### config.mk
export PLATFORM = sky130hd
export DESIGN_NAME = imm_gen_pipe_flat
export DESIGN_NICKNAME = d
export VERILOG_FILES = /design/src/rtl/imm_gen_pipe_if.sv /design/src/rtl/imm_gen_pipe.sv /design/src/flat_wrapper.sv
export SDC_FILE = /design/constraint.sdc
export NUM_CORES = 1
export LEC_CHECK = 0
export BUFFER_PORTS_ARGS = -buffer_cell sky130_fd_sc_hd__buf_4
export CAP_MARGIN = 40
export CORE_MARGIN = 8
export CORE_UTILIZATION = 44
export CTS_BUF_LIST = sky130_fd_sc_hd__clkbuf_2 sky130_fd_sc_hd__clkbuf_4 sky130_fd_sc_hd__clkbuf_8
export CTS_CLUSTER_DIAMETER = 200
export CTS_CLUSTER_SIZE = 40
export DETAILED_ROUTE_END_ITERATION = 8
export PLACE_DENSITY = 0.69
export SLEW_MARGIN = 10
export SYNTH_ARGS = -nofsm -noshare
export SYNTH_HDL_FRONTEND = slang
export SYNTH_SLANG_ARGS = --single-unit
### constraint.sdc
create_clock -name clk -period 2.5 [get_ports clk]
set_input_delay 0.125 -clock clk [delete_from_list [all_inputs] [get_ports clk]]
set_output_delay 0.125 -clock clk [all_outputs]
set_load 0.02 [all_outputs]
### src/rtl/imm_gen_pipe_if.sv
// Purpose: instruction-in / immediate-out handshake bundle for imm_gen_pipe.
// Latency: none (signal container only).
// Backpressure: in_ready/out_ready carry valid-ready flow control on each side.
interface imm_gen_pipe_if #(
  parameter int XLEN = 32
);
  logic            in_valid;
  logic            in_ready;
  logic [31:0]     instr;
  logic [2:0]      immsrc;
  logic            out_valid;
  logic            out_ready;
  logic [XLEN-1:0] immext;
  logic [2:0]      fmt;
  logic            illegal;

  // Block side: consumes instructions, produces immediates.
  modport slave (
    input  in_valid, instr, immsrc, out_ready,
    output in_ready, out_valid, immext, fmt, illegal
  );

  // Environment side: fetch drives instructions, execute consumes results.
  modport master (
    output in_valid, instr, immsrc, out_ready,
    input  in_ready, out_valid, immext, fmt, illegal
  );
endinterface

### src/rtl/imm_gen_pipe.sv
// Purpose: decode immediate format, extend to XLEN, hold result in a 2-entry skid buffer.
// Latency: 1 cycle from input acceptance to out_valid; 1 entry/cycle sustained.
// Backpressure: in_ready = !skid.valid (registered), so no out_ready->in_ready path.
module imm_gen_pipe #(
  parameter int XLEN        = 32,
  parameter bit AUTO_DECODE = 1'b1
) (
  input  logic          clk,
  input  logic          rst_n,
  input  logic          flush,
  imm_gen_pipe_if.slave bus
);

  localparam logic [2:0] F_I    = 3'b000;
  localparam logic [2:0] F_S    = 3'b001;
  localparam logic [2:0] F_B    = 3'b010;
  localparam logic [2:0] F_J    = 3'b011;
  localparam logic [2:0] F_U    = 3'b100;
  localparam logic [2:0] F_Z    = 3'b101;
  localparam logic [2:0] F_SH   = 3'b110;
  localparam logic [2:0] F_NONE = 3'b111;

  logic [31:0]     w_i;
  logic [6:0]      w_op;
  logic [2:0]      w_f3;
  logic [2:0]      w_fmt;
  logic            w_ill;
  logic            w_sh5;
  logic [31:0]     w_imm32;
  logic [XLEN-1:0] w_imm;
  logic            w_in_xfer;
  logic            w_m_free;

  logic            r_m_vld;
  logic [XLEN-1:0] r_m_imm;
  logic [2:0]      r_m_fmt;
  logic            r_m_ill;
  logic            r_k_vld;
  logic [XLEN-1:0] r_k_imm;
  logic [2:0]      r_k_fmt;
  logic            r_k_ill;

  assign w_i  = bus.instr;
  assign w_op = w_i[6:0];
  assign w_f3 = w_i[14:12];

  // Select the immediate format (opcode decode or explicit control) and flag unknown encodings.
  always_comb begin
    w_fmt = F_NONE;
    w_ill = 1'b1;
    w_sh5 = (XLEN == 32);
    if (AUTO_DECODE) begin
      case (w_op)
        7'b0000011, 7'b1100111: begin w_fmt = F_I; w_ill = 1'b0; end
        7'b0010011: begin
          w_fmt = (w_f3 == 3'b001 || w_f3 == 3'b101) ? F_SH : F_I;
          w_ill = 1'b0;
        end
        7'b0011011: begin
          // Word-sized shifts only exist on RV64 and always use a 5-bit shamt.
          if (XLEN == 64) begin
            w_fmt = (w_f3 == 3'b001 || w_f3 == 3'b101) ? F_SH : F_I;
            w_ill = 1'b0;
            w_sh5 = 1'b1;
          end
        end
        7'b0100011: begin w_fmt = F_S; w_ill = 1'b0; end
        7'b1100011: begin w_fmt = F_B; w_ill = 1'b0; end
        7'b1101111: begin w_fmt = F_J; w_ill = 1'b0; end
        7'b0110111, 7'b0010111: begin w_fmt = F_U; w_ill = 1'b0; end
        7'b1110011: begin w_fmt = w_f3[2] ? F_Z : F_I; w_ill = 1'b0; end
        7'b0110011, 7'b0111011, 7'b0001111: begin w_fmt = F_NONE; w_ill = 1'b0; end
        default: begin w_fmt = F_NONE; w_ill = 1'b1; end
      endcase
    end else begin
      w_fmt = bus.immsrc;
      w_ill = (bus.immsrc == F_NONE);
    end
  end

  // Assemble the 32-bit immediate; zero-extended formats keep bit 31 clear so the final sign cast is safe.
  always_comb begin
    w_imm32 = '0;
    case (w_fmt)
      F_I:  w_imm32 = {{20{w_i[31]}}, w_i[31:20]};
      F_S:  w_imm32 = {{20{w_i[31]}}, w_i[31:25], w_i[11:7]};
      F_B:  w_imm32 = {{19{w_i[31]}}, w_i[31], w_i[7], w_i[30:25], w_i[11:8], 1'b0};
      F_J:  w_imm32 = {{11{w_i[31]}}, w_i[31], w_i[19:12], w_i[20], w_i[30:21], 1'b0};
      F_U:  w_imm32 = {w_i[31:12], 12'b0};
      F_Z:  w_imm32 = {27'b0, w_i[19:15]};
      F_SH: w_imm32 = w_sh5 ? {27'b0, w_i[24:20]} : {26'b0, w_i[25:20]};
      default: w_imm32 = '0;
    endcase
  end

  assign w_imm     = XLEN'($signed(w_imm32));
  assign w_in_xfer = bus.in_valid & ~r_k_vld;
  assign w_m_free  = ~r_m_vld | bus.out_ready;

  // Main/skid buffer: M refills from K first to preserve order; K only fills while M is held.
  always_ff @(posedge clk or negedge rst_n) begin
    if (!rst_n) begin
      r_m_vld <= 1'b0;
      r_m_imm <= '0;
      r_m_fmt <= F_NONE;
      r_m_ill <= 1'b0;
      r_k_vld <= 1'b0;
      r_k_imm <= '0;
      r_k_fmt <= F_NONE;
      r_k_ill <= 1'b0;
    end else if (flush) begin
      r_m_vld <= 1'b0;
      r_k_vld <= 1'b0;
    end else if (w_m_free) begin
      if (r_k_vld) begin
        r_m_vld <= 1'b1;
        r_m_imm <= r_k_imm;
        r_m_fmt <= r_k_fmt;
        r_m_ill <= r_k_ill;
        r_k_vld <= 1'b0;
      end else if (w_in_xfer) begin
        r_m_vld <= 1'b1;
        r_m_imm <= w_imm;
        r_m_fmt <= w_fmt;
        r_m_ill <= w_ill;
      end else begin
        r_m_vld <= 1'b0;
      end
    end else if (w_in_xfer) begin
      r_k_vld <= 1'b1;
      r_k_imm <= w_imm;
      r_k_fmt <= w_fmt;
      r_k_ill <= w_ill;
    end
  end

  assign bus.in_ready  = ~r_k_vld;
  assign bus.out_valid = r_m_vld;
  assign bus.immext    = r_m_imm;
  assign bus.fmt       = r_m_fmt;
  assign bus.illegal   = r_m_ill;

endmodule

### src/flat_wrapper.sv
// flat-port wrapper written by rule: the top's interface ports become plain ports
module imm_gen_pipe_flat 
#(
  parameter int XLEN        = 32,
  parameter bit AUTO_DECODE = 1'b1
)
  (clk, rst_n, flush, bus_in_valid, bus_instr, bus_immsrc, bus_out_ready, bus_in_ready, bus_out_valid, bus_immext, bus_fmt, bus_illegal);
  imm_gen_pipe_if #(.XLEN(XLEN)) bus_i ();
  input  logic clk;
  input  logic rst_n;
  input  logic flush;
  input wire logic [$bits(bus_i.in_valid)-1:0] bus_in_valid;
  input wire logic [$bits(bus_i.instr)-1:0] bus_instr;
  input wire logic [$bits(bus_i.immsrc)-1:0] bus_immsrc;
  input wire logic [$bits(bus_i.out_ready)-1:0] bus_out_ready;
  output wire logic [$bits(bus_i.in_ready)-1:0] bus_in_ready;
  output wire logic [$bits(bus_i.out_valid)-1:0] bus_out_valid;
  output wire logic [$bits(bus_i.immext)-1:0] bus_immext;
  output wire logic [$bits(bus_i.fmt)-1:0] bus_fmt;
  output wire logic [$bits(bus_i.illegal)-1:0] bus_illegal;
  assign bus_i.in_valid = bus_in_valid;
  assign bus_i.instr = bus_instr;
  assign bus_i.immsrc = bus_immsrc;
  assign bus_i.out_ready = bus_out_ready;
  assign bus_in_ready = bus_i.in_ready;
  assign bus_out_valid = bus_i.out_valid;
  assign bus_immext = bus_i.immext;
  assign bus_fmt = bus_i.fmt;
  assign bus_illegal = bus_i.illegal;
  imm_gen_pipe #(.XLEN(XLEN), .AUTO_DECODE(AUTO_DECODE)) u_core (.clk(clk), .rst_n(rst_n), .flush(flush), .bus(bus_i));
endmodule
# --- After elaboration in Yosys (flattened, before gate mapping) ---
# Cells that the tools add are included.
word_totals:
  regBits: 74
  inputBits: 40
  output_inout_bits: 38
  wordCells: 62
op_classes:
  n_eq_ne: 20
  muxes: 18
  bitwise_logic: 6
  n_reduce_logical: 10
op_table:
  columns: ["cell", "count"]
  rows:
  - ["32-bit case mux with 7 select lines", 1]
  - ["32-bit two-way mux", 2]
  - ["7-bit by 6-bit equality test with 1-bit output (second input constant)", 4]
  - ["7-bit equality test (second input constant)", 4]
  - ["3-bit case mux with 7 select lines", 1]
  - ["7-bit by 5-bit equality test with 1-bit output (second input constant)", 2]
  - ["3-bit equality test (second input constant)", 4]
  - ["3-bit two-way mux", 4]
  - ["12-bit OR reduction", 1]
  - ["1-bit two-way mux", 10]
  - ["7-bit by 2-bit equality test with 1-bit output (second input constant)", 1]
  - ["7-bit by 4-bit equality test with 1-bit output (second input constant)", 1]
  - ["3-bit by 1-bit equality test with 1-bit output (second input constant)", 2]
  - ["3-bit by 2-bit equality test with 1-bit output (second input constant)", 2]
  - ["3-bit AND reduction", 2]
  - ["1-bit NOT", 4]
  - ["2-bit nonzero test", 2]
  - ["2-bit OR reduction", 2]
  - ["3-bit logical NOT", 1]
  - ["3-bit nonzero test", 1]
  - ["1-bit AND", 1]
  - ["1-bit logical OR", 1]
  - ["1-bit bitwise OR", 1]

# --- Logic depth before layout (Yosys ltp) ---
# Gate-level depths: netlist of run 1.
logic_depth:
  ltp_word: 8
  depth_mapped: 9
  mapped_depth_nobuf: 6

# --- Least setup slack after synthesis of run 1 ---
# No wires, ideal clock.
synth_timing:
  path_type: "in2reg"
  startpoint: "input port bus_instr[5]"
  endpoint: "register u_core.r_k_imm[24]"
  setup_ps: 135
  arrival_time_ps: 1697
  t_required_ps: 2365
  path_slack_ps: 667
  stages: 9
  path_cell_list: "buf_6 or4b_4 a21o_1 and4b_1 buf_6 and2_4 buf_6 a21oi_2 o21ai_0"
synth_via:
  elab_chain_len: 5
  word_cells_on_any_way: 20
synth_rtl:
  columns: ["item", "line", "text"]
  rows:
  - ["from (decl)", "flat_wrapper.sv:13", "input wire logic [$bits(bus_i.instr)-1:0] bus_instr;"]
  - ["7-bit by 6-bit equality test with 1-bit output (tied with other cells)", "imm_gen_pipe.sv:53", "case (w_op)"]
  - ["2-bit OR reduction", null, null]
  - ["3-bit case mux with 7 select lines *", "imm_gen_pipe.sv:53", null]
  - ["3-bit equality test (tied with other cells)", "imm_gen_pipe.sv:84", "case (w_fmt)"]
  - ["32-bit case mux with 7 select lines *", "imm_gen_pipe.sv:84", null]
  - ["to (signal assigned)", "imm_gen_pipe.sv:131", "r_k_imm <= w_imm;"]
  - ["to (decl)", "imm_gen_pipe.sv:39", "logic [XLEN-1:0] r_k_imm;"]
# Mark *: on every way between the ends. The rest lies on a longest branch, timed or not.
# A chain may end at the register's enable or synchronous reset.

# --- Worst setup path in the final report of run 1 ---
layout_timing:
  startpoint: "register u_core.r_k_vld"
  endpoint: "register u_core.r_m_imm[14], in the netlist u_core.bus.immext[14]"
layout_via:
  elab_chain_len: 4
  word_cells_on_any_way: 5
layout_rtl:
  columns: ["item", "line", "text"]
  rows:
  - ["from (decl)", "imm_gen_pipe.sv:38", "logic r_k_vld;"]
  - ["from (signal assigned)", "imm_gen_pipe.sv:107", "r_k_vld <= 1'b0;"]
  - ["from (signal assigned)", "imm_gen_pipe.sv:113", "r_k_vld <= 1'b0;"]
  - ["from (signal assigned)", "imm_gen_pipe.sv:120", "r_k_vld <= 1'b0;"]
  - ["1-bit NOT", "imm_gen_pipe.sv:97", "assign w_in_xfer = bus.in_valid & ~r_k_vld;"]
  - ["1-bit AND", "imm_gen_pipe.sv:97", null]
  - ["2-bit nonzero test (no line)", null, null]
  - ["3-bit AND reduction (no line)", null, null]
  - ["to (signal assigned)", "imm_gen_pipe.sv:117", "r_m_imm <= r_k_imm;"]
  - ["to (signal assigned)", "imm_gen_pipe.sv:123", "r_m_imm <= w_imm;"]
  - ["to (decl)", "imm_gen_pipe.sv:35", "logic [XLEN-1:0] r_m_imm;"]
# Parallel ways exist; a longest one is shown, timed or not.

==> results of run 1 <==
area by class of cell:
cell class | count | share of cell area
Clock buffer | 9 | 0.0272
Inverter | 5 | 0.00413
Multi-Input combinational cell | 303 | 0.362
Sequential cell | 74 | 0.409
Timing Repair Buffer | 88 | 0.152
Tap cell | 105 | 0.0289
Clock inverter | 7 | 0.0171
cells in the mapped netlist, drive strengths merged (3+ instances only):
cell,n
nor3,3
a21oi,60
clkbuf,23
dfrtp,68
nand2,59
and3,19
nand3,14
a22oi,5
nor2,29
inv,5
a31oi,9
nor4,3
dfstp,6
nand2b,3
o21ai,52
and2,6
or3,10
buf,8
tightest hold or removal path, delay by kind of cell:
kind,cells,cell delay (ps)
buffers and inverters,1,110
AND/OR/NAND/NOR,2,110
metal layers:
metal / global-route usage / vias to the layer above / part of all wire
met5: 0 / - / 0
li1: - / 1593 / -
met1: 0.234 / 1590 / 0.45
met2: 0.284 / 88 / 0.48
met3: 0.0323 / 12 / 0.053
met4: 0.0643 / 0 / 0.015
logic make-up (layout without fill, tap and decap cells):
kind of cell    Yosys count  after routing  share of synthesized area
simple gates            158            158                      0.211
compound gates          143            143                      0.231
flops                    74             74                      0.507
buf+inv                  36            109                     0.0461
mux                       2              2                    0.00580
power groups by stage:
stage | Clock (mW) | Sequential, mW | Combinational (mW)
floorplan | 0 | 1.50 | 0.210
global placement | 0 | 1.43 | 0.521
detailed placement | 0 | 1.43 | 0.535
CTS | 0.969 | 1.41 | 0.542
global route | 1.02 | 1.42 | 0.591
finish | 0.954 | 1.41 | 0.535
registers in the layout, indices dropped and copies added (netlist names):
register and cells:
u_core.bus.immext 32, u_core.r_k_imm 32, u_core.bus.fmt 3, u_core.r_k_fmt 3
u_core.bus.illegal 1, u_core.bus.out_valid 1, u_core.r_k_ill 1, u_core.r_k_vld 1
repair_timing:
action                    4_1_cts  5_1_grt
hold buffers                    4        0
hold endpoints to repair       72        0
setup buffers                   0        0
through the flow:
stage	setup WS (ps)	util	instances	hold slack (ps)
after floorplan	667	-	413	-171
after global placement	383	0.526	570	305
after detailed placement	331	0.529	571	27.8
after CTS	515	0.559	591	15.3
after global routing	275	0.559	591	15.0
final	487	0.559	591	26.9
worst paths after layout:
check                                              start                                 to  slack, ps  cells past startpoint
min reg2reg                u_core.bus.fmt[0]$_DFFE_PN1P_      u_core.bus.fmt[0]$_DFFE_PN1P_        460                      2
max                           u_core.r_k_vld$_DFFE_PN0P_  u_core.bus.immext[14]$_DFFE_PN0P_        490                      5
max reg2reg                   u_core.r_k_vld$_DFFE_PN0P_  u_core.bus.immext[14]$_DFFE_PN0P_        490                      5
max in group asynchronous                          rst_n      u_core.bus.fmt[1]$_DFFE_PN1P_       1700                      3
min                                        bus_instr[28]      u_core.r_k_imm[8]$_DFFE_PN0P_         30                      3
min in group asynchronous                          rst_n  u_core.bus.immext[17]$_DFFE_PN0P_        200                      2
==> metrics.txt, run 1 <==
# TYPE chip_impl_metric gauge
chip_impl_metric{name="avgViaCountPerCell",unit=""} 5.55
chip_impl_metric{name="worst_skew_pair.late_latency",unit="ps"} 350
chip_impl_metric{name="detailed_place.area",unit="mm^2"} 0.00431
chip_impl_metric{name="flops_latches_synth",unit=""} 74
chip_impl_metric{name="area_delta_synth_final",unit="%"} 24.0
chip_impl_metric{name="clk_transition_reported_paths",unit="ps"} 80
chip_impl_metric{name="seq_power_share",unit=""} 0.486
chip_impl_metric{name="finish.instance_area",unit="mm^2"} 0.00455
chip_impl_metric{name="drtIter0Drc",unit=""} 234
chip_impl_metric{name="core.rowCount",unit=""} 33
chip_impl_metric{name="worst_slew_pin_slew",unit="ps"} 694
chip_impl_metric{name="synth_top_area_share",unit=""} 0.464
chip_impl_metric{name="mappedNetlistArea",unit="mm^2"} 0.00367
chip_impl_metric{name="power.leakage",unit="nW"} 2.09
chip_impl_metric{name="final_layout_size_suffix_gt1_frac",unit=""} 0.255
chip_impl_info{name="layout.cells.most_common_list",value="sky130_fd_sc_hd__buf_4 (83), sky130_fd_sc_hd__dfrtp_1 (68), sky130_fd_sc_hd__nand2_1 (59)"} 1
chip_impl_metric{name="synth_cell_type_count",unit=""} 46
chip_impl_metric{name="final-hold-violation-count",unit=""} 0
chip_impl_metric{name="comb_power_share",unit=""} 0.185
chip_impl_metric{name="synth_seq_area_share",unit=""} 0.507
chip_impl_info{name="unrepaired_setup_endpoints_after_global_routing",value="no"} 1
chip_impl_info{name="timing.setup.critical_path_class",value="flip-flop to flip-flop"} 1
chip_impl_metric{name="global_route_wire_length_before_repair",unit="mm"} 16.4
chip_impl_metric{name="clockBufferDepth",unit=""} 2
chip_impl_metric{name="ys_warn_count",unit=""} 0
chip_impl_metric{name="die_w",unit="um"} 107
chip_impl_metric{name="period_minus_slack",unit="ps"} 2010
chip_impl_metric{name="clock.fmax",unit="MHz"} 497
chip_impl_metric{name="setup_viol",unit=""} 0
chip_impl_info{name="timing.hold.worst.class",value="input port to flip-flop"} 1
chip_impl_metric{name="synth-edff-count",unit=""} 0
chip_impl_metric{name="post_cts.resized_instances",unit=""} 0
chip_impl_metric{name="clock_sink_total",unit=""} 74
chip_impl_info{name="cpMaxStageDelayCell",value="sky130_fd_sc_hd__nor2_1"} 1
chip_impl_metric{name="vias",unit=""} 3283
chip_impl_metric{name="totalNegativeSetupSlack",unit="ps"} 0
chip_impl_metric{name="cts-buffers-inserted",unit=""} 9
chip_impl_metric{name="vdd.ir_drop.worst",unit="mV"} 0.298
chip_impl_metric{name="route.detailed.wl_per_inst",unit="um"} 16.7
chip_impl_metric{name="grt_start_max_net_pins",unit=""} 57
chip_impl_metric{name="total_design_power",unit="mW"} 2.90
chip_impl_info{name="cell_types_with_the_largest_area_share_after_synthesis",value="sky130_fd_sc_hd__dfrtp_1 (46%), sky130_fd_sc_hd__o21ai_0 (7.1%), sky130_fd_sc_hd__a21oi_1 (6.8%), sky130_fd_sc_hd__nand2_1 (6.0%), sky130_fd_sc_hd__dfstp_2 (4.3%)"} 1
chip_impl_info{name="final_common_cell",value="sky130_fd_sc_hd__buf_4"} 1
chip_impl_info{name="tritoncts",value="yes"} 1
chip_impl_metric{name="ctsHtreeMaxLevel",unit=""} 3
chip_impl_metric{name="num-nets-final",unit=""} 521
chip_impl_metric{name="power.share.switching",unit=""} 0.299
chip_impl_metric{name="floorplan.io_pins",unit=""} 78
chip_impl_metric{name="multi_input_comb_area",unit="mm^2"} 0.00165
chip_impl_metric{name="die_height",unit="um"} 107
chip_impl_metric{name="critical_path_required",unit="ps"} 2700
chip_impl_metric{name="cell_internal_pwr",unit="mW"} 2.03
chip_impl_metric{name="timing.final.max_slew_violations",unit=""} 0
chip_impl_metric{name="antenna_cells",unit=""} 0
chip_impl_metric{name="sw_pwr",unit="mW"} 0.868
chip_impl_metric{name="grt_antenna_before_repair",unit=""} 0
chip_impl_info{name="critical_path.endpoint_type",value="flip-flop"} 1
chip_impl_metric{name="global_route.usage.total",unit=""} 0.177
chip_impl_metric{name="design.core.area",unit="mm^2"} 0.00813
chip_impl_metric{name="wl",unit="mm"} 9.84
chip_impl_metric{name="finalWeightedCongestion",unit=""} 0.869
chip_impl_metric{name="mappedNetlistNets",unit=""} 453
chip_impl_info{name="post-synth-top-area-cell",value="sky130_fd_sc_hd__dfrtp_1"} 1
chip_impl_info{name="crit_chain",value="nor2_1 > nor2_1 > nand2_1 > nor2_1 > a31oi_1"} 1
chip_impl_metric{name="syn-instance-count",unit=""} 413
chip_impl_metric{name="starting_density",unit=""} 0.451
chip_impl_info{name="critPathLaunchType",value="flip-flop"} 1
chip_impl_metric{name="finClkSkew",unit="ps"} 8.44
chip_impl_info{name="run_status",value="finished, final reports clean"} 1
chip_impl_metric{name="cp_max_fo",unit=""} 22
chip_impl_metric{name="grt_remaining_overflow",unit=""} 0
chip_impl_info{name="ys_dominant_reg_cell",value="sky130_fd_sc_hd__dfrtp_1"} 1
chip_impl_metric{name="power.density_cell_area",unit="mW/mm^2"} 638
chip_impl_metric{name="critical_path_buf_inv_count",unit=""} 0
chip_impl_metric{name="drt_drc_violations_left",unit=""} 0
chip_impl_info{name="crit_path_frequent_cell",value="sky130_fd_sc_hd__nor2_1"} 1
chip_impl_metric{name="mean_instance_size_in_the_synthesized_netlist",unit="um^2"} 8.88
chip_impl_metric{name="async_reset_ff_frac",unit=""} 1.00
chip_impl_metric{name="dp_hpwl",unit="mm"} 7.23
chip_impl_info{name="ctsRootBufferMaster",value="sky130_fd_sc_hd__clkbuf_8"} 1
chip_impl_metric{name="worst_slew_margin_rel",unit=""} 0.536
chip_impl_metric{name="worst-endpoint-arrival",unit="ps"} 2220
chip_impl_metric{name="detail_route.first_pass.iterations",unit=""} 4
chip_impl_metric{name="placement.io_buffers",unit=""} 74
chip_impl_metric{name="first_global_vias",unit=""} 3276
chip_impl_metric{name="die-area",unit="mm^2"} 0.0115
chip_impl_metric{name="clock_power_share",unit=""} 0.329
chip_impl_metric{name="fillCellCount",unit=""} 775
chip_impl_metric{name="cap_violations",unit=""} 0
chip_impl_info{name="crit_family",value="simple AND/OR/NAND/NOR gates"} 1
chip_impl_metric{name="register_area",unit="mm^2"} 0.00186
chip_impl_metric{name="final_min_period_over_clock_period",unit=""} 0.805
chip_impl_metric{name="critPathMaxStageDelay",unit="ps"} 630
chip_impl_metric{name="ant_nets",unit=""} 0
Note: power is estimated with default switching activity, not from simulation.
==> run 2: changes to the inputs <==
==> constraint.sdc (replaced) <==
create_clock -name clk -period 2 [get_ports clk]
set_input_delay 0.1 -clock clk [delete_from_list [all_inputs] [get_ports clk]]
set_output_delay 0.1 -clock clk [all_outputs]
set_load 0.02 [all_outputs]
==> run 2 against run 1 <==
Against the previous run:
- cell count grew 1.2%
- design area rose by 1.3%
- hold slack worse by 22 ps
==> metrics.txt, run 2 (synthesis gave the netlist of run 1 again) <==
# TYPE chip_impl_metric gauge
chip_impl_info{name="run_status",value="finished, final reports clean"} 1
chip_impl_metric{name="detailed_place.area",unit="mm^2"} 0.00434
chip_impl_metric{name="global_route_wire_length_before_repair",unit="mm"} 16.5
chip_impl_metric{name="antenna_cells",unit=""} 0
chip_impl_info{name="min_delay_worst_endpoint",value="u_core.r_k_imm[8]$_DFFE_PN0P_"} 1
chip_impl_info{name="critPathLaunchType",value="flip-flop"} 1
chip_impl_metric{name="layout.cells.non_filler",unit=""} 598
chip_impl_metric{name="worst_skew_pair.late_latency",unit="ps"} 360
chip_impl_metric{name="final_layout_size_suffix_gt1_frac",unit=""} 0.266
chip_impl_metric{name="cp_max_fo",unit=""} 32
chip_impl_info{name="timing.setup.critical_path_class",value="flip-flop to output pin"} 1
chip_impl_metric{name="ant_nets",unit=""} 0
chip_impl_info{name="timing.hold.worst.class",value="input port to flip-flop"} 1
chip_impl_metric{name="clock_sink_total",unit=""} 74
chip_impl_metric{name="clock.fmax",unit="MHz"} 554
chip_impl_metric{name="final_core_utilization",unit=""} 0.566
chip_impl_metric{name="min_path_cells",unit=""} 3
chip_impl_metric{name="floorplan.io_pins",unit=""} 78
chip_impl_info{name="final_common_cell",value="sky130_fd_sc_hd__buf_4"} 1
chip_impl_metric{name="total_design_power",unit="mW"} 3.75
chip_impl_metric{name="starting_density",unit=""} 0.451
chip_impl_metric{name="route.detailed.wl_per_inst",unit="um"} 16.9
chip_impl_metric{name="placement.io_buffers",unit=""} 74
chip_impl_metric{name="setup_viol",unit=""} 0
chip_impl_metric{name="grt_remaining_overflow",unit=""} 0
chip_impl_info{name="regToRegEndpoint",value="u_core.bus.immext[24]$_DFFE_PN0P_"} 1
chip_impl_metric{name="setup_ws",unit="ps"} 197
chip_impl_metric{name="design.core.area",unit="mm^2"} 0.00813
chip_impl_metric{name="global_route.usage.total",unit=""} 0.178
chip_impl_metric{name="first_global_vias",unit=""} 3315
chip_impl_info{name="ctsRootBufferMaster",value="sky130_fd_sc_hd__clkbuf_8"} 1
chip_impl_info{name="regToRegStartpoint",value="u_core.r_k_vld$_DFFE_PN0P_"} 1
chip_impl_metric{name="rrSetupSlack",unit="ps"} 260
chip_impl_metric{name="worst_slew_pin_slew",unit="ps"} 586
chip_impl_metric{name="cts-buffers-inserted",unit=""} 9
chip_impl_metric{name="critical_path_required",unit="ps"} 1900
chip_impl_metric{name="num-nets-final",unit=""} 528
chip_impl_metric{name="period_minus_slack",unit="ps"} 1800
chip_impl_metric{name="timing.final.max_slew_violations",unit=""} 0
chip_impl_metric{name="vdd.ir_drop.worst",unit="mV"} 0.401
chip_impl_metric{name="worst-endpoint-arrival",unit="ps"} 1700
chip_impl_info{name="unrepaired_setup_endpoints_after_global_routing",value="no"} 1
chip_impl_metric{name="die-area",unit="mm^2"} 0.0115
chip_impl_metric{name="detail_route.first_pass.iterations",unit=""} 5
chip_impl_metric{name="finalWeightedCongestion",unit=""} 0.875
chip_impl_metric{name="power.density_cell_area",unit="mW/mm^2"} 815
chip_impl_metric{name="final-hold-violation-count",unit=""} 0
chip_impl_metric{name="worst_slew_margin_rel",unit=""} 0.608
chip_impl_metric{name="die_height",unit="um"} 107
chip_impl_metric{name="core.rowCount",unit=""} 33
chip_impl_metric{name="finish.instance_area",unit="mm^2"} 0.00460
chip_impl_info{name="critical_path.endpoint_type",value="output pin"} 1
chip_impl_metric{name="register_area",unit="mm^2"} 0.00186
chip_impl_metric{name="area_delta_synth_final",unit="%"} 25.6
chip_impl_info{name="crit_family",value="buffers and inverters"} 1
chip_impl_metric{name="power.leakage",unit="nW"} 2.12
chip_impl_metric{name="finClkSkew",unit="ps"} 9.12
chip_impl_metric{name="totalNegativeSetupSlack",unit="ps"} 0
chip_impl_metric{name="critical_path_buf_inv_count",unit=""} 4
chip_impl_metric{name="critPathMaxStageDelay",unit="ps"} 390
chip_impl_metric{name="cap_violations",unit=""} 0
chip_impl_metric{name="grt_start_max_net_pins",unit=""} 50
chip_impl_info{name="layout.cells.most_common_list",value="sky130_fd_sc_hd__buf_4 (91), sky130_fd_sc_hd__dfrtp_1 (68), sky130_fd_sc_hd__nand2_1 (59)"} 1
chip_impl_metric{name="wl",unit="mm"} 10.1
chip_impl_info{name="cpMaxStageDelayCell",value="sky130_fd_sc_hd__dfrtp_1"} 1
chip_impl_metric{name="ctsHtreeMaxLevel",unit=""} 3
chip_impl_metric{name="grt_antenna_before_repair",unit=""} 0
chip_impl_info{name="crit_chain",value="buf_4 > inv_1 > buf_4 > buf_4"} 1
chip_impl_info{name="tritoncts",value="yes"} 1
chip_impl_metric{name="fillCellCount",unit=""} 770
chip_impl_metric{name="multi_input_comb_area",unit="mm^2"} 0.00165
chip_impl_info{name="min_from",value="bus_instr[28]"} 1
chip_impl_metric{name="dp_hpwl",unit="mm"} 7.26
chip_impl_info{name="crit_path_frequent_cell",value="sky130_fd_sc_hd__buf_4"} 1
chip_impl_metric{name="die_w",unit="um"} 107
chip_impl_metric{name="postCtsSetupBuffers",unit=""} 0
chip_impl_metric{name="finalHoldWorstSlack",unit="ps"} 4.53
chip_impl_metric{name="final_min_period_over_clock_period",unit=""} 0.902
chip_impl_metric{name="drtIter0Drc",unit=""} 202
chip_impl_metric{name="reg2regPathDepth",unit=""} 4
chip_impl_metric{name="place_worst_setup_slack",unit="ps"} 81.8
chip_impl_metric{name="place.detailed.instances",unit=""} 578
chip_impl_metric{name="clockBufferDepth",unit=""} 2
chip_impl_metric{name="clk_transition_reported_paths",unit="ps"} 70
chip_impl_metric{name="avgViaCountPerCell",unit=""} 5.54
chip_impl_metric{name="vias",unit=""} 3310
chip_impl_metric{name="drt_drc_violations_left",unit=""} 0
-- run 2: cell types whose count changed in the layout (fill, tap and decap cells not counted) --
cell                         change
sky130_fd_sc_hd__buf_16          -1
sky130_fd_sc_hd__clkinvlp_4      +1
sky130_fd_sc_hd__bufinv_16       +1
sky130_fd_sc_hd__buf_4           +8
sky130_fd_sc_hd__clkinv_4        -2
sky130_fd_sc_hd__clkbuf_8        +1
sky130_fd_sc_hd__inv_6           -1
-- run 2: cell type report --
cell class              count  share of cell area
flip-flops and latches     74               0.404
multi-input cells         303               0.357
repair buffers             95               0.157
clock buffers              10              0.0299
well taps                 105              0.0285
clock inverters             6              0.0193
inverters                   5             0.00408
-- run 2: how the worst max path moves through the flow --
| stage | startpoint | endpoint | slack [ps] | depth (start not counted) |
|---|---|---|---|---|
| final | u_core.r_k_vld$_DFFE_PN0P_ | bus_in_ready | 200 | 4 |
| after global routing | u_core.r_k_vld$_DFFE_PN0P_ | u_core.bus.immext[3]$_DFFE_PN0P_ | 60 | 5 |
| after CTS | u_core.r_k_vld$_DFFE_PN0P_ | bus_in_ready | 200 | 4 |
| after detailed placement | bus_instr[6] | u_core.r_k_imm[17]$_DFFE_PN0P_ | 80 | 7 |
| after global placement | bus_instr[6] | u_core.r_k_imm[16]$_DFFE_PN0P_ | 110 | 7 |
| after floorplan | bus_instr[5] | u_core.r_k_imm[24]$_DFFE_PN0P_ | 190 | 9 |
-- run 2: tightest hold or removal path, cell delays in order --
cell	delay (ps)
sky130_fd_sc_hd__buf_4	100
sky130_fd_sc_hd__nand3_1	60
sky130_fd_sc_hd__nand2_1	50
-- run 2: timing repair --
| item | in CTS | in global routing |
|---|---|---|
| hold buffers | 4 | 0 |
| endpoints found under the setup margin | 0 | 0 |
| hold endpoints to repair | 34 | 0 |
| gates resized for setup | 0 | 0 |
-- run 2: power by group --
part | switching [mW] | internal, mW
combinational | 0.393 | 0.282
sequential | 0.0893 | 1.68
clock | 0.573 | 0.738
-- run 2: routing by layer --
layer | part of all wire | GRT usage | up-vias | wire length, um
li1 | - | - | 1605 | -
met1 | 0.45 | 0.232 | 1590 | 4490
met2 | 0.48 | 0.281 | 99 | 4850
met3 | 0.055 | 0.0377 | 16 | 559
met4 | 0.019 | 0.0764 | 0 | 194
met5 | 0 | 0 | - | 0
==> run 3: changes to the inputs <==
--- a/config.mk
+++ b/config.mk
@@ -7,6 +7,7 @@
 export LEC_CHECK = 0
 export BUFFER_PORTS_ARGS = -buffer_cell sky130_fd_sc_hd__buf_4
 export CAP_MARGIN = 40
+export CORE_ASPECT_RATIO = 1.75
 export CORE_MARGIN = 8
 export CORE_UTILIZATION = 44
 export CTS_BUF_LIST = sky130_fd_sc_hd__clkbuf_2 sky130_fd_sc_hd__clkbuf_4 sky130_fd_sc_hd__clkbuf_8
==> run 3 against run 2 <==
Against the previous run:
- register-to-register slack gained 110 ps
- critical path depth is 1 higher
- non-clock buffer count shrank 1
- sequential power hardly changed
- combinational power fell by 0.9%
- clock power is 13% lower
- sequential cell count unchanged
- die area is 1.0% higher
- highest routed layer unchanged
- critical path type is now flip-flop to flip-flop
==> metrics.txt, run 3 (synthesis gave the netlist of run 1 again) <==
# TYPE chip_impl_metric gauge
chip_impl_metric{name="wl_met1",unit="mm"} 4.00
chip_impl_metric{name="num-nets-final",unit=""} 527
chip_impl_metric{name="dp_hpwl",unit="mm"} 7.42
chip_impl_info{name="ctsRootBufferMaster",value="sky130_fd_sc_hd__clkbuf_8"} 1
chip_impl_metric{name="wl",unit="mm"} 9.95
chip_impl_info{name="layout.cells.most_common_list",value="sky130_fd_sc_hd__buf_4 (91), sky130_fd_sc_hd__dfrtp_1 (68), sky130_fd_sc_hd__nand2_1 (59)"} 1
chip_impl_metric{name="antenna_cells",unit=""} 0
chip_impl_metric{name="final_layout_size_suffix_gt1_frac",unit=""} 0.266
chip_impl_metric{name="finish.instance_area",unit="mm^2"} 0.00455
chip_impl_metric{name="drtIter0Drc",unit=""} 176
chip_impl_metric{name="vias",unit=""} 3291
chip_impl_metric{name="postCtsSetupBuffers",unit=""} 0
chip_impl_metric{name="setup_viol",unit=""} 0
chip_impl_info{name="run_status",value="finished, final reports clean"} 1
chip_impl_info{name="unrepaired_setup_endpoints_after_global_routing",value="no"} 1
chip_impl_metric{name="timing.final.max_slew_violations",unit=""} 0
chip_impl_metric{name="global_route.usage.total",unit=""} 0.179
chip_impl_metric{name="finalWeightedCongestion",unit=""} 0.866
chip_impl_metric{name="multi_input_comb_area",unit="mm^2"} 0.00165
chip_impl_metric{name="starting_density",unit=""} 0.447
chip_impl_metric{name="final-hold-violation-count",unit=""} 0
chip_impl_metric{name="route.detailed.wl_per_inst",unit="um"} 17.0
chip_impl_metric{name="critical_path_required",unit="ps"} 2200
chip_impl_metric{name="clk_transition_reported_paths",unit="ps"} 70
chip_impl_metric{name="grt_remaining_overflow",unit=""} 0
chip_impl_metric{name="clock.fmax",unit="MHz"} 615
chip_impl_metric{name="detailed_place.area",unit="mm^2"} 0.00432
chip_impl_info{name="timing.hold.worst.class",value="input port to flip-flop"} 1
chip_impl_metric{name="design.core.area",unit="mm^2"} 0.00820
chip_impl_metric{name="period_minus_slack",unit="ps"} 1630
chip_impl_metric{name="route.met2.wl",unit="mm"} 5.17
chip_impl_info{name="tritoncts",value="yes"} 1
chip_impl_info{name="timing.setup.critical_path_class",value="flip-flop to flip-flop"} 1
chip_impl_metric{name="power.density_cell_area",unit="mW/mm^2"} 788
chip_impl_metric{name="grt_antenna_before_repair",unit=""} 0
chip_impl_metric{name="core.rowCount",unit=""} 44
chip_impl_metric{name="worst_skew_pair.late_latency",unit="ps"} 340
chip_impl_metric{name="clockBufferDepth",unit=""} 2
chip_impl_metric{name="register_area",unit="mm^2"} 0.00186
chip_impl_metric{name="cp_max_fo",unit=""} 17
chip_impl_metric{name="clock_sink_total",unit=""} 74
chip_impl_metric{name="avgViaCountPerCell",unit=""} 5.64
chip_impl_metric{name="power.leakage",unit="nW"} 2.11
chip_impl_metric{name="detail_route.first_pass.iterations",unit=""} 4
chip_impl_metric{name="place_worst_setup_slack",unit="ps"} 74.8
chip_impl_metric{name="finClkSkew",unit="ps"} 7.70
chip_impl_metric{name="setup_ws",unit="ps"} 374
chip_impl_metric{name="die-area",unit="mm^2"} 0.0116
chip_impl_metric{name="die_height",unit="um"} 137
chip_impl_metric{name="worst_slew_pin_slew",unit="ps"} 607
chip_impl_metric{name="finalHoldWorstSlack",unit="ps"} 16.9
chip_impl_metric{name="worst_slew_margin_rel",unit=""} 0.596
chip_impl_metric{name="cap_violations",unit=""} 0
chip_impl_info{name="critPathLaunchType",value="flip-flop"} 1
chip_impl_metric{name="placement.io_buffers",unit=""} 74
chip_impl_info{name="final_common_cell",value="sky130_fd_sc_hd__buf_4"} 1
chip_impl_metric{name="grt_start_max_net_pins",unit=""} 50
chip_impl_metric{name="drt_drc_violations_left",unit=""} 0
chip_impl_info{name="critical_path.endpoint_type",value="flip-flop"} 1
chip_impl_metric{name="fillCellCount",unit=""} 760
chip_impl_metric{name="total_design_power",unit="mW"} 3.58
chip_impl_metric{name="area_delta_synth_final",unit="%"} 24.0
chip_impl_metric{name="die_w",unit="um"} 85.0
chip_impl_metric{name="totalNegativeSetupSlack",unit="ps"} 0
chip_impl_metric{name="floorplan.io_pins",unit=""} 78
chip_impl_metric{name="ant_nets",unit=""} 0
chip_impl_info{name="highest-signal-layer",value="met4"} 1
chip_impl_metric{name="dr_wl_met3",unit="um"} 534
chip_impl_metric{name="global_route_wire_length_before_repair",unit="mm"} 16.5
chip_impl_metric{name="cts-buffers-inserted",unit=""} 9
chip_impl_metric{name="vdd.ir_drop.worst",unit="mV"} 0.371
chip_impl_metric{name="first_global_vias",unit=""} 3319
chip_impl_metric{name="worst-endpoint-arrival",unit="ps"} 1820
chip_impl_metric{name="final_min_period_over_clock_period",unit=""} 0.813
chip_impl_metric{name="ctsHtreeMaxLevel",unit=""} 3
chip_impl_metric{name="post_cts.resized_instances",unit=""} 0
-- run 3: power by group --
part / internal (mW) / switching (mW)
sequential: 1.68 / 0.0897
combinational: 0.280 / 0.389
clock: 0.629 / 0.516
total: 2.59 / 0.995
-- run 3: through the flow --
stage | cells | util
detailed placement | 565 | 0.527
global route | 584 | 0.554
global placement | 565 | 0.527
CTS | 584 | 0.554
floorplan | 413 | -
finish | 584 | 0.554
-- run 3: layer usage --
| metal | global-route usage | vias to the layer above |
|---|---|---|
| met5 | 0 | - |
| met3 | 0.0439 | 18 |
| met2 | 0.306 | 94 |
| li1 | - | 1602 |
| met1 | 0.204 | 1577 |
| met4 | 0.0847 | 0 |
-- run 3: path summary, 6_finish.rpt --
path / start / endpoint / slack (ps) / cells after the start
worst max-delay path: u_core.r_k_vld$_DFFE_PN0P_ / u_core.bus.immext[0]$_DFFE_PN0P_ / 370 / 5
worst min-delay path: bus_instr[30] / u_core.r_k_imm[10]$_DFFE_PN0P_ / 20 / 3
worst min register to register: u_core.r_k_fmt[0]$_DFFE_PN1P_ / u_core.r_k_fmt[0]$_DFFE_PN1P_ / 460 / 2
min in group asynchronous: rst_n / u_core.bus.immext[17]$_DFFE_PN0P_ / 300 / 2
worst max register to register: u_core.r_k_vld$_DFFE_PN0P_ / u_core.bus.immext[0]$_DFFE_PN0P_ / 370 / 5
max in group asynchronous: rst_n / u_core.r_k_fmt[1]$_DFFE_PN1P_ / 1090 / 3
-- run 3: critical path, stage by stage, from the launching register on --
cell	delay (ps)
sky130_fd_sc_hd__dfrtp_1	420
sky130_fd_sc_hd__nor2_1	190
sky130_fd_sc_hd__nor2_1	80
sky130_fd_sc_hd__and2_1	180
sky130_fd_sc_hd__nand2_1	430
sky130_fd_sc_hd__o21ai_0	180
-- run 3: area by class of cell --
cell class | count | share of cell area
timing repair buffer | 94 | 0.157
sequential | 74 | 0.409
clock inverter | 3 | 0.00881
multi-input combinational | 303 | 0.362
tap | 92 | 0.0253
clock buffer | 13 | 0.0339
inverter | 5 | 0.00413
-- run 3: repair_timing --
item                                    in CTS  in global routing
hold endpoints to repair                    41                  0
hold buffers                                 3                  0
endpoints found under the setup margin       0                  0
